--- src/rtl/id_ex_stage_reg.sv ---
// rtl/id_ex_stage_reg.sv - ID/EX pipeline register with control decode, bubble insertion and divide hold
// Busy is the registered HOLD state; upstream stages must freeze while it is high.
module id_ex_stage_reg #(
  parameter int DATA_W          = 32,
  parameter int REG_ADDR_W      = 5,
  parameter int OPCODE_W        = 6,
  parameter int FUNCT_W         = 6,
  parameter int DIV_LATENCY     = 4,
  parameter int FLUSH_ZERO_DATA = 1
) (
  input  logic                  Clk,
  input  logic                  Reset_n,
  input  logic                  Flush,
  input  logic                  Stall_in,
  input  logic                  In_Valid,
  input  logic [DATA_W-1:0]     PC_Plus_4_in,
  input  logic [DATA_W-1:0]     ReadData1_in,
  input  logic [DATA_W-1:0]     ReadData2_in,
  input  logic [DATA_W-1:0]     SignExtend_in,
  input  logic [REG_ADDR_W-1:0] Rs_in,
  input  logic [REG_ADDR_W-1:0] Rt_in,
  input  logic [REG_ADDR_W-1:0] Rd_in,
  input  logic [OPCODE_W-1:0]   OpCode_in,
  input  logic [FUNCT_W-1:0]    Funct_in,
  output logic [DATA_W-1:0]     PC_Plus_4_out,
  output logic [DATA_W-1:0]     ReadData1_out,
  output logic [DATA_W-1:0]     ReadData2_out,
  output logic [DATA_W-1:0]     SignExtend_out,
  output logic [REG_ADDR_W-1:0] Rs_out,
  output logic [REG_ADDR_W-1:0] Rt_out,
  output logic [REG_ADDR_W-1:0] Rd_out,
  output logic [OPCODE_W-1:0]   OpCode_out,
  output logic                  Valid_out,
  output logic [1:0]            ALUOp,
  output logic                  RegDst,
  output logic                  ALUSrc,
  output logic                  RegWrite,
  output logic                  Branch,
  output logic                  IsDiv,
  output logic                  Illegal,
  output logic                  Busy
);

  localparam logic [OPCODE_W-1:0] OP_RTYPE = OPCODE_W'(6'b000000);
  localparam logic [OPCODE_W-1:0] OP_ADDI  = OPCODE_W'(6'b001000);
  localparam logic [OPCODE_W-1:0] OP_BEQ   = OPCODE_W'(6'b000100);
  localparam logic [OPCODE_W-1:0] OP_BNE   = OPCODE_W'(6'b000101);
  localparam logic [FUNCT_W-1:0]  FN_DIV   = FUNCT_W'(6'b011010);
  localparam logic [3:0]          CNT_INIT = 4'(DIV_LATENCY - 1);
  localparam bit                  DIV_HOLDS = (DIV_LATENCY > 1);

  typedef enum logic {RUN, HOLD} state_t;

  state_t                r_state;
  state_t                w_state_next;
  logic [3:0]            r_cnt;
  logic [3:0]            w_cnt_next;
  logic                  w_load;

  logic [DATA_W-1:0]     r_pc4, r_rd1, r_rd2, r_sext;
  logic [REG_ADDR_W-1:0] r_rs, r_rt, r_rd;
  logic [OPCODE_W-1:0]   r_op;
  logic                  r_valid;
  logic [1:0]            r_alu_op;
  logic                  r_reg_dst, r_alu_src, r_reg_write, r_branch, r_is_div, r_illegal;

  logic [1:0]            w_alu_op;
  logic                  w_reg_dst, w_alu_src, w_reg_write, w_branch, w_is_div, w_illegal;

  // Controls are only generated for real instructions; a bubble decodes to all zeros.
  always_comb begin
    w_alu_op    = 2'b00;
    w_reg_dst   = 1'b0;
    w_alu_src   = 1'b0;
    w_reg_write = 1'b0;
    w_branch    = 1'b0;
    w_is_div    = 1'b0;
    w_illegal   = 1'b0;
    if (In_Valid) begin
      case (OpCode_in)
        OP_ADDI: begin
          w_alu_op    = 2'b01;
          w_alu_src   = 1'b1;
          w_reg_write = 1'b1;
        end
        OP_BEQ, OP_BNE: begin
          w_alu_op = 2'b11;
          w_branch = 1'b1;
        end
        OP_RTYPE: begin
          w_alu_op    = 2'b10;
          w_reg_dst   = 1'b1;
          w_reg_write = 1'b1;
          w_is_div    = (Funct_in == FN_DIV);
        end
        default: w_illegal = 1'b1;
      endcase
    end
  end

  // HOLD counts down regardless of Stall_in; Flush aborts it.
  always_comb begin
    w_state_next = r_state;
    w_cnt_next   = r_cnt;
    w_load       = 1'b0;
    if (Flush) begin
      w_state_next = RUN;
      w_cnt_next   = 4'd0;
    end else if (r_state == HOLD) begin
      if (r_cnt == 4'd1) begin
        w_state_next = RUN;
        w_cnt_next   = 4'd0;
      end else begin
        w_cnt_next = r_cnt - 4'd1;
      end
    end else if (!Stall_in) begin
      w_load = 1'b1;
      if (w_is_div && DIV_HOLDS) begin
        w_state_next = HOLD;
        w_cnt_next   = CNT_INIT;
      end
    end
  end

  always_ff @(posedge Clk) begin
    if (!Reset_n) begin
      r_state <= RUN;
      r_cnt   <= 4'd0;
    end else begin
      r_state <= w_state_next;
      r_cnt   <= w_cnt_next;
    end
  end

  always_ff @(posedge Clk) begin
    if (!Reset_n) begin
      r_pc4       <= '0;
      r_rd1       <= '0;
      r_rd2       <= '0;
      r_sext      <= '0;
      r_rs        <= '0;
      r_rt        <= '0;
      r_rd        <= '0;
      r_op        <= '0;
      r_valid     <= 1'b0;
      r_alu_op    <= 2'b00;
      r_reg_dst   <= 1'b0;
      r_alu_src   <= 1'b0;
      r_reg_write <= 1'b0;
      r_branch    <= 1'b0;
      r_is_div    <= 1'b0;
      r_illegal   <= 1'b0;
    end else if (Flush) begin
      r_valid     <= 1'b0;
      r_alu_op    <= 2'b00;
      r_reg_dst   <= 1'b0;
      r_alu_src   <= 1'b0;
      r_reg_write <= 1'b0;
      r_branch    <= 1'b0;
      r_is_div    <= 1'b0;
      r_illegal   <= 1'b0;
      if (FLUSH_ZERO_DATA != 0) begin
        r_pc4  <= '0;
        r_rd1  <= '0;
        r_rd2  <= '0;
        r_sext <= '0;
        r_rs   <= '0;
        r_rt   <= '0;
        r_rd   <= '0;
        r_op   <= '0;
      end
    end else if (w_load) begin
      r_pc4       <= PC_Plus_4_in;
      r_rd1       <= ReadData1_in;
      r_rd2       <= ReadData2_in;
      r_sext      <= SignExtend_in;
      r_rs        <= Rs_in;
      r_rt        <= Rt_in;
      r_rd        <= Rd_in;
      r_op        <= OpCode_in;
      r_valid     <= In_Valid;
      r_alu_op    <= w_alu_op;
      r_reg_dst   <= w_reg_dst;
      r_alu_src   <= w_alu_src;
      r_reg_write <= w_reg_write;
      r_branch    <= w_branch;
      r_is_div    <= w_is_div;
      r_illegal   <= w_illegal;
    end
  end

  assign PC_Plus_4_out  = r_pc4;
  assign ReadData1_out  = r_rd1;
  assign ReadData2_out  = r_rd2;
  assign SignExtend_out = r_sext;
  assign Rs_out         = r_rs;
  assign Rt_out         = r_rt;
  assign Rd_out         = r_rd;
  assign OpCode_out     = r_op;
  assign Valid_out      = r_valid;
  assign ALUOp          = r_alu_op;
  assign RegDst         = r_reg_dst;
  assign ALUSrc         = r_alu_src;
  assign RegWrite       = r_reg_write;
  assign Branch         = r_branch;
  assign IsDiv          = r_is_div;
  assign Illegal        = r_illegal;
  assign Busy           = (r_state == HOLD);

endmodule

--- config.mk ---
export PLATFORM = sky130hd
export DESIGN_NAME = id_ex_stage_reg
export DESIGN_NICKNAME = d
export VERILOG_FILES = /design/src/rtl/id_ex_stage_reg.sv
export SDC_FILE = /design/constraint.sdc
export NUM_CORES = 1
export LEC_CHECK = 0
export ABC_CLOCK_PERIOD_IN_PS = 3800
export BUFFER_PORTS_ARGS = -buffer_cell sky130_fd_sc_hd__clkbuf_2
export CAP_MARGIN = 5
export CORE_ASPECT_RATIO = 0.7
export CORE_MARGIN = 8
export CORE_UTILIZATION = 48
export CTS_CLUSTER_DIAMETER = 80
export CTS_CLUSTER_SIZE = 28
export DETAILED_ROUTE_END_ITERATION = 12
export PLACE_DENSITY = 0.86
export SYNTH_ARGS = -nofsm -noshare
export SYNTH_HDL_FRONTEND = slang
export SYNTH_SLANG_ARGS = --single-unit
export TNS_END_PERCENT = 10
--- constraint.sdc ---
create_clock -name Clk -period 3.8 [get_ports Clk]
set_clock_uncertainty 0.2 [all_clocks]
set_input_delay 0.19 -clock Clk [delete_from_list [all_inputs] [get_ports Clk]]
set_output_delay 0.19 -clock Clk [all_outputs]
set_load 0.02 [all_outputs]
After elaboration in Yosys (flattened, before gate mapping). Cells that the tools add are included.

Output and inout bits: 159. Input bits: 160. Flip-flop bits (word level): 163.

Add/subtract/negate cells: 1. Mux-type cells: 25. Reduce and logical (&&, ||, !) cells: 7. Eq/ne operators: 6. Bitwise operators: 1.

Operators with widths (count): 2-to-1 mux 1 bit (19); 2-to-1 mux 4 bit (4); equality test 6 x 3 -> 1 bit (second input constant) (2); equality test 6 x 4 -> 1 bit (second input constant) (1); equality test 6 x 5 -> 1 bit (second input constant) (1); logical NOT 6 bit (1); case mux 2 bit (3 select lines) (1); OR reduction 2 bit (3); equality test 4 x 1 -> 1 bit (second input constant) (1); OR reduction 4 bit (1); subtractor 4 x 1 -> 4 bit (second input constant) (1); 2-to-1 mux 2 bit (1); inequality test 2 x 1 -> 1 bit (second input constant) (1); AND reduction 2 bit (1); nonzero test 2 bit (1); NOT 1 bit (1).

Depth between registers and ports, before layout.
Depth after elaboration: 6. Gate-level depth with buffers: 6. Depth with buffers taken out: 5.

Worst setup path after synthesis. Ideal clock, no wire load.

Path type: flip-flop to flip-flop. From: register r_state, in the netlist Busy. To: register r_alu_op[1], in the netlist ALUOp[1]. Buffers on the path: 1. Data required time: 3.530 ns. Setup time: 0.070 ns. Cell stages (with the launch flop): 5. Slack: 2.021 ns. Data arrival time: 1.509 ns. Period minus slack after synthesis: 1.779 ns. Path through: dfxtp_1 > or3_1 > clkbuf_1 > or4b_1 > a21oi_1.

Longest elaborated chain between the ends: 2.

RTL lines: from (decl) (line 54) `state_t r_state;`; from (signal assigned) (line 130) `r_state <= w_state_next;`; 2-to-1 mux 1 bit (line 109) `end else if (r_state == HOLD) begin`; 2-to-1 mux 1 bit (line 106) `if (Flush) begin`; to (signal assigned) (line 182) `r_alu_op <= w_alu_op;`; to (decl) (line 64) `logic [1:0] r_alu_op;`.

No other way between the ends. A chain may end at the register's enable or synchronous reset.

Worst setup path after layout.
From: register r_state, in the netlist Busy. To: register r_rs[3], in the netlist Rs_out[3].

Longest elaborated chain between the ends: 2.

RTL lines: 2-to-1 mux 1 bit (line 109); 2-to-1 mux 1 bit (line 106); to (signal assigned) (line 177) `r_rs <= Rs_in;`; to (decl) (line 61) `logic [REG_ADDR_W-1:0] r_rs, r_rt, r_rd;`.

No other way between the ends.

==> metrics.md <==
| Metric | Value |
|---|---|
| Outcome | completed |
| Buffers on Ports | 318 |
| Leak pwr | 4.16 nW |
| Number of enable flip-flop cells after synthesis | 0 |
| Die area | 15900 sq um |
| Die Span X | 147 um |
| Rows | 33 |
| Max IR drop VDD | 0.313 mV |
| Die height | 108 um |
| HPWL Detailed | 13800 um |
| Hold Path Class | in -> reg |
| Switch share | 25.3% |
| CTS Buf Count | 17 |
| First DRT Iteration DRCs | 685 |
| Final ANT Viol Nets | 0 |
| Starting Density | 49.2% |
| Clk pwr share | 42.6% |
| Total GRT Usage | 30.8% |
| WL per Instance | 19.0 um |
| Boundary Pins | 319 |
| Setup TNS | 0 ps |
| Synth-to-layout area growth | 65.1% |
| Hold path startpoint | Funct_in[5] |
| Psw | 0.987 mW |
| CP required | 3920 ps |
| Hold path cells | 4 |
| Initial antenna violation count | 2 |
| CTS tree | done |
| Largest net degree at the start of global routing | 88 |
| Layout net count | 1339 |
| Fmax | 0.393 GHz |
| Share of cells above drive strength 1 | 30.3% |
| Synthesized instance count | 735 |
| Vias per cell | 5.29 |
| Final Power | 3.90 mW |
| Post-layout minimum cycle time | 2550 ps |
| Mapped Nets | 897 |
| Reg2reg end | Rs_out[3] |
| PwrDens | 409 nW/um^2 |
| Fin crit share | 67.0% |
| Kind of critical path | reg -> reg |
| Worst Max-Slew Pin Slew | 906 ps |
| Vias in the first global route | 7235 |
| Layout Utilization | 81.3% |
| Most common flop cell mapped by yosys | dfxtp_1 |
| Routed vias | 7151 |
| Startpoint types | register |
| Post-placement cell area | 7400 sq um |
| Core ar. | 11700 sq um |
| Internal power | 2.91 mW |
| Worst reg-to-reg setup slack | 1250 ps |
| Register share of total power | 45.3% |
| Worst Hold Endpoint | r_cnt[1] |
| DR pass1 iterations | 7 |
| Syn avg cell area | 7.86 sq um |
| DRC viols | 0 |
| Post-CTS Setup Inserts | 0 |
| Longest Clk Path Bufs | 2 |
| FILL cells | 645 |
| Max-slew violations | 0 |
| Crit-path cells | or3_4 > buf_4 > nand2_1 > a21oi_1 |
| PostCTS Resize Cnt | 0 |
| RR Startpoint | Busy |
| Logic gate share of total power | 12.1% |
| DRT Wirelength | 25700 um |
| Delay of the slowest critical-path stage | 760 ps |
| Reg2reg path depth | 4 |
| Clock slew at reported path FFs | 70 ps |
| CP max-delay cell | or3_4 |
| Max Cap Viol | 0 |
| GRT overflow | 0 |
| Fin. Hold Viols | 0 |
| Netlist cell types | 31 |
| Synthesized area | 5770 sq um |
| Clock sinks | 163 |
| H-tree levels | 4 |
| Unrepaired setup endpoints after global routing | false |
| Sequential fraction of the synthesis area | 56.5% |
| CTS Root Buffer Type | clkbuf_16 |
| Asr flop ratio synth | 0% |
| Slew margin rel. | 39.6% |
| Wire length of the first global-routing pass | 39400 um |
| Final setup viols | 0 |
| CTS Hold Bufs | 154 |
| Routability congestion estimate | 0.818 |
| #FFs+latches synth | 163 |
| Worst-path maximum fanout | 79 |
| Post-layout instance area | 9530 sq um |
| Clk Latency, worst-skew pair | 400 ps |
| Crit path arrival time | 2670 ps |
| Crit. End Element | register |
| Yosys warning count | 0 |
==> worst max-delay path: cells and delay by family (launching register included) <==
kind	cells	cell delay [ps]
flip-flops	1	550
buffers and inverters	1	520
AO/OA/AOI/OAI	1	210
AND/OR/NAND/NOR	2	910
==> Yosys cell counts, types with 2 or more instances <==
cell	number	share of area, %
or3_1	2	0.22
nor3b_1	4	0.52
o21ai_0	2	0.17
buf_2	11	0.95
o211ai_1	2	0.26
nand4_1	2	0.22
nand2b_1	2	0.22
nor2b_1	5	0.54
clkbuf_1	37	2.4
nor3_1	4	0.35
nand2_1	312	20
buf_1	7	0.46
a21oi_1	157	14
ha_1	2	0.43
dfxtp_1	163	57
nor2_1	3	0.20
nand3_1	5	0.43
inv_1	2	0.13
==> cells by family (layout without fill, tap and decap cells) <==
logic type / count (synthesis) / after routing / share of synthesized area [%]
flops: 163 / 163 / 56.5
buf+inv: 57 / 512 / 3.94
other cells: 0 / 4 / 0
fa+ha+maj: 2 / 2 / 0.433
simple gates: 347 / 347 / 24.3
compound gates: 166 / 166 / 14.8
==> sequential cells by signal, indices dropped and copies added, names as in the netlist <==
signal / count
RegWrite: 1
RegDst: 1
IsDiv: 1
OpCode_out: 6
ALUOp: 2
SignExtend_out: 32
Rd_out: 5
Rs_out: 5
r_cnt: 4
Busy: 1
Valid_out: 1
Illegal: 1
ReadData1_out: 32
ALUSrc: 1
ReadData2_out: 32
PC_Plus_4_out: 32
Rt_out: 5
Branch: 1
==> worst max path at each step <==
| stage | end | cells past startpoint | slack [ps] | from |
|---|---|---|---|---|
| after floorplan | ALUOp[1] | 4 | 2020 | Busy |
| after global placement | OpCode_out[0] | 4 | 1460 | Busy |
| after detailed placement | ReadData1_out[29] | 4 | 1370 | Busy |
| after CTS | IsDiv | 3 | 1350 | Busy |
| after global routing | SignExtend_out[11] | 4 | 1120 | Busy |
| final | Rs_out[3] | 4 | 1250 | Busy |
==> metrics by stage <==
step / cells / hold slack (ps) / setup WS [ps]
floorplan: 735 / 126 / 2020
global placement: 1161 / 212 / 1460
detailed placement: 1161 / 218 / 1370
CTS: 1347 / 20.4 / 1350
global route: 1349 / 65.8 / 1120
finish: 1351 / 39.2 / 1250
==> power groups by stage <==
stage | logic [mW] | clock network, mW | registers (mW)
2_1_floorplan | 0.125 | 0 | 1.84
3_3_place_gp | 0.314 | 0 | 1.80
3_5_place_dp | 0.318 | 0 | 1.80
4_1_cts | 0.446 | 1.67 | 1.76
5_1_grt | 0.500 | 1.77 | 1.77
6_report | 0.472 | 1.66 | 1.77
==> layout by cell type (no fill, tap or decap), types with 2 or more instances in the layout <==
master         instances
clkinvlp_4             4
clkinv_4               3
nor2b_1                5
buf_4                  6
clkbuf_16             17
clkbuf_8               2
nor3b_1                4
nand4_1                2
clkbuf_2             318
dfxtp_1              163
dlygate4sd3_1        154
o21ai_0                2
nor2_1                 3
nand2_1              312
a21oi_1              157
ha_1                   2
nand3_1                5
diode_2                4
o211ai_1               2
nor3_1                 3
inv_1                  2
inv_6                  4
==> cell type report <==
| cell class | instances | area (sq um) | share of cell area [%] |
|---|---|---|---|
| tap | 157 | 196 | 2.06 |
| multi-input combinational | 515 | 2300 | 24.1 |
| inverter | 2 | 7.51 | 0.0787 |
| timing repair buffer | 478 | 3180 | 33.3 |
| clock inverter | 12 | 121 | 1.27 |
| sequential | 163 | 3260 | 34.2 |
| antenna | 4 | 10.0 | 0.105 |
| clock buffer | 20 | 457 | 4.79 |
==> per-layer routing <==
layer | global-route usage, % | share of wire (%) | vias up
met4 | 14.9 | 4.4 | 0
met3 | 10.9 | 11 | 94
met5 | 0 | 0 | -
met2 | 53.5 | 49 | 525
met1 | 33.4 | 35 | 3262
li1 | - | - | 3270
(Power assumes the default switching activity.)
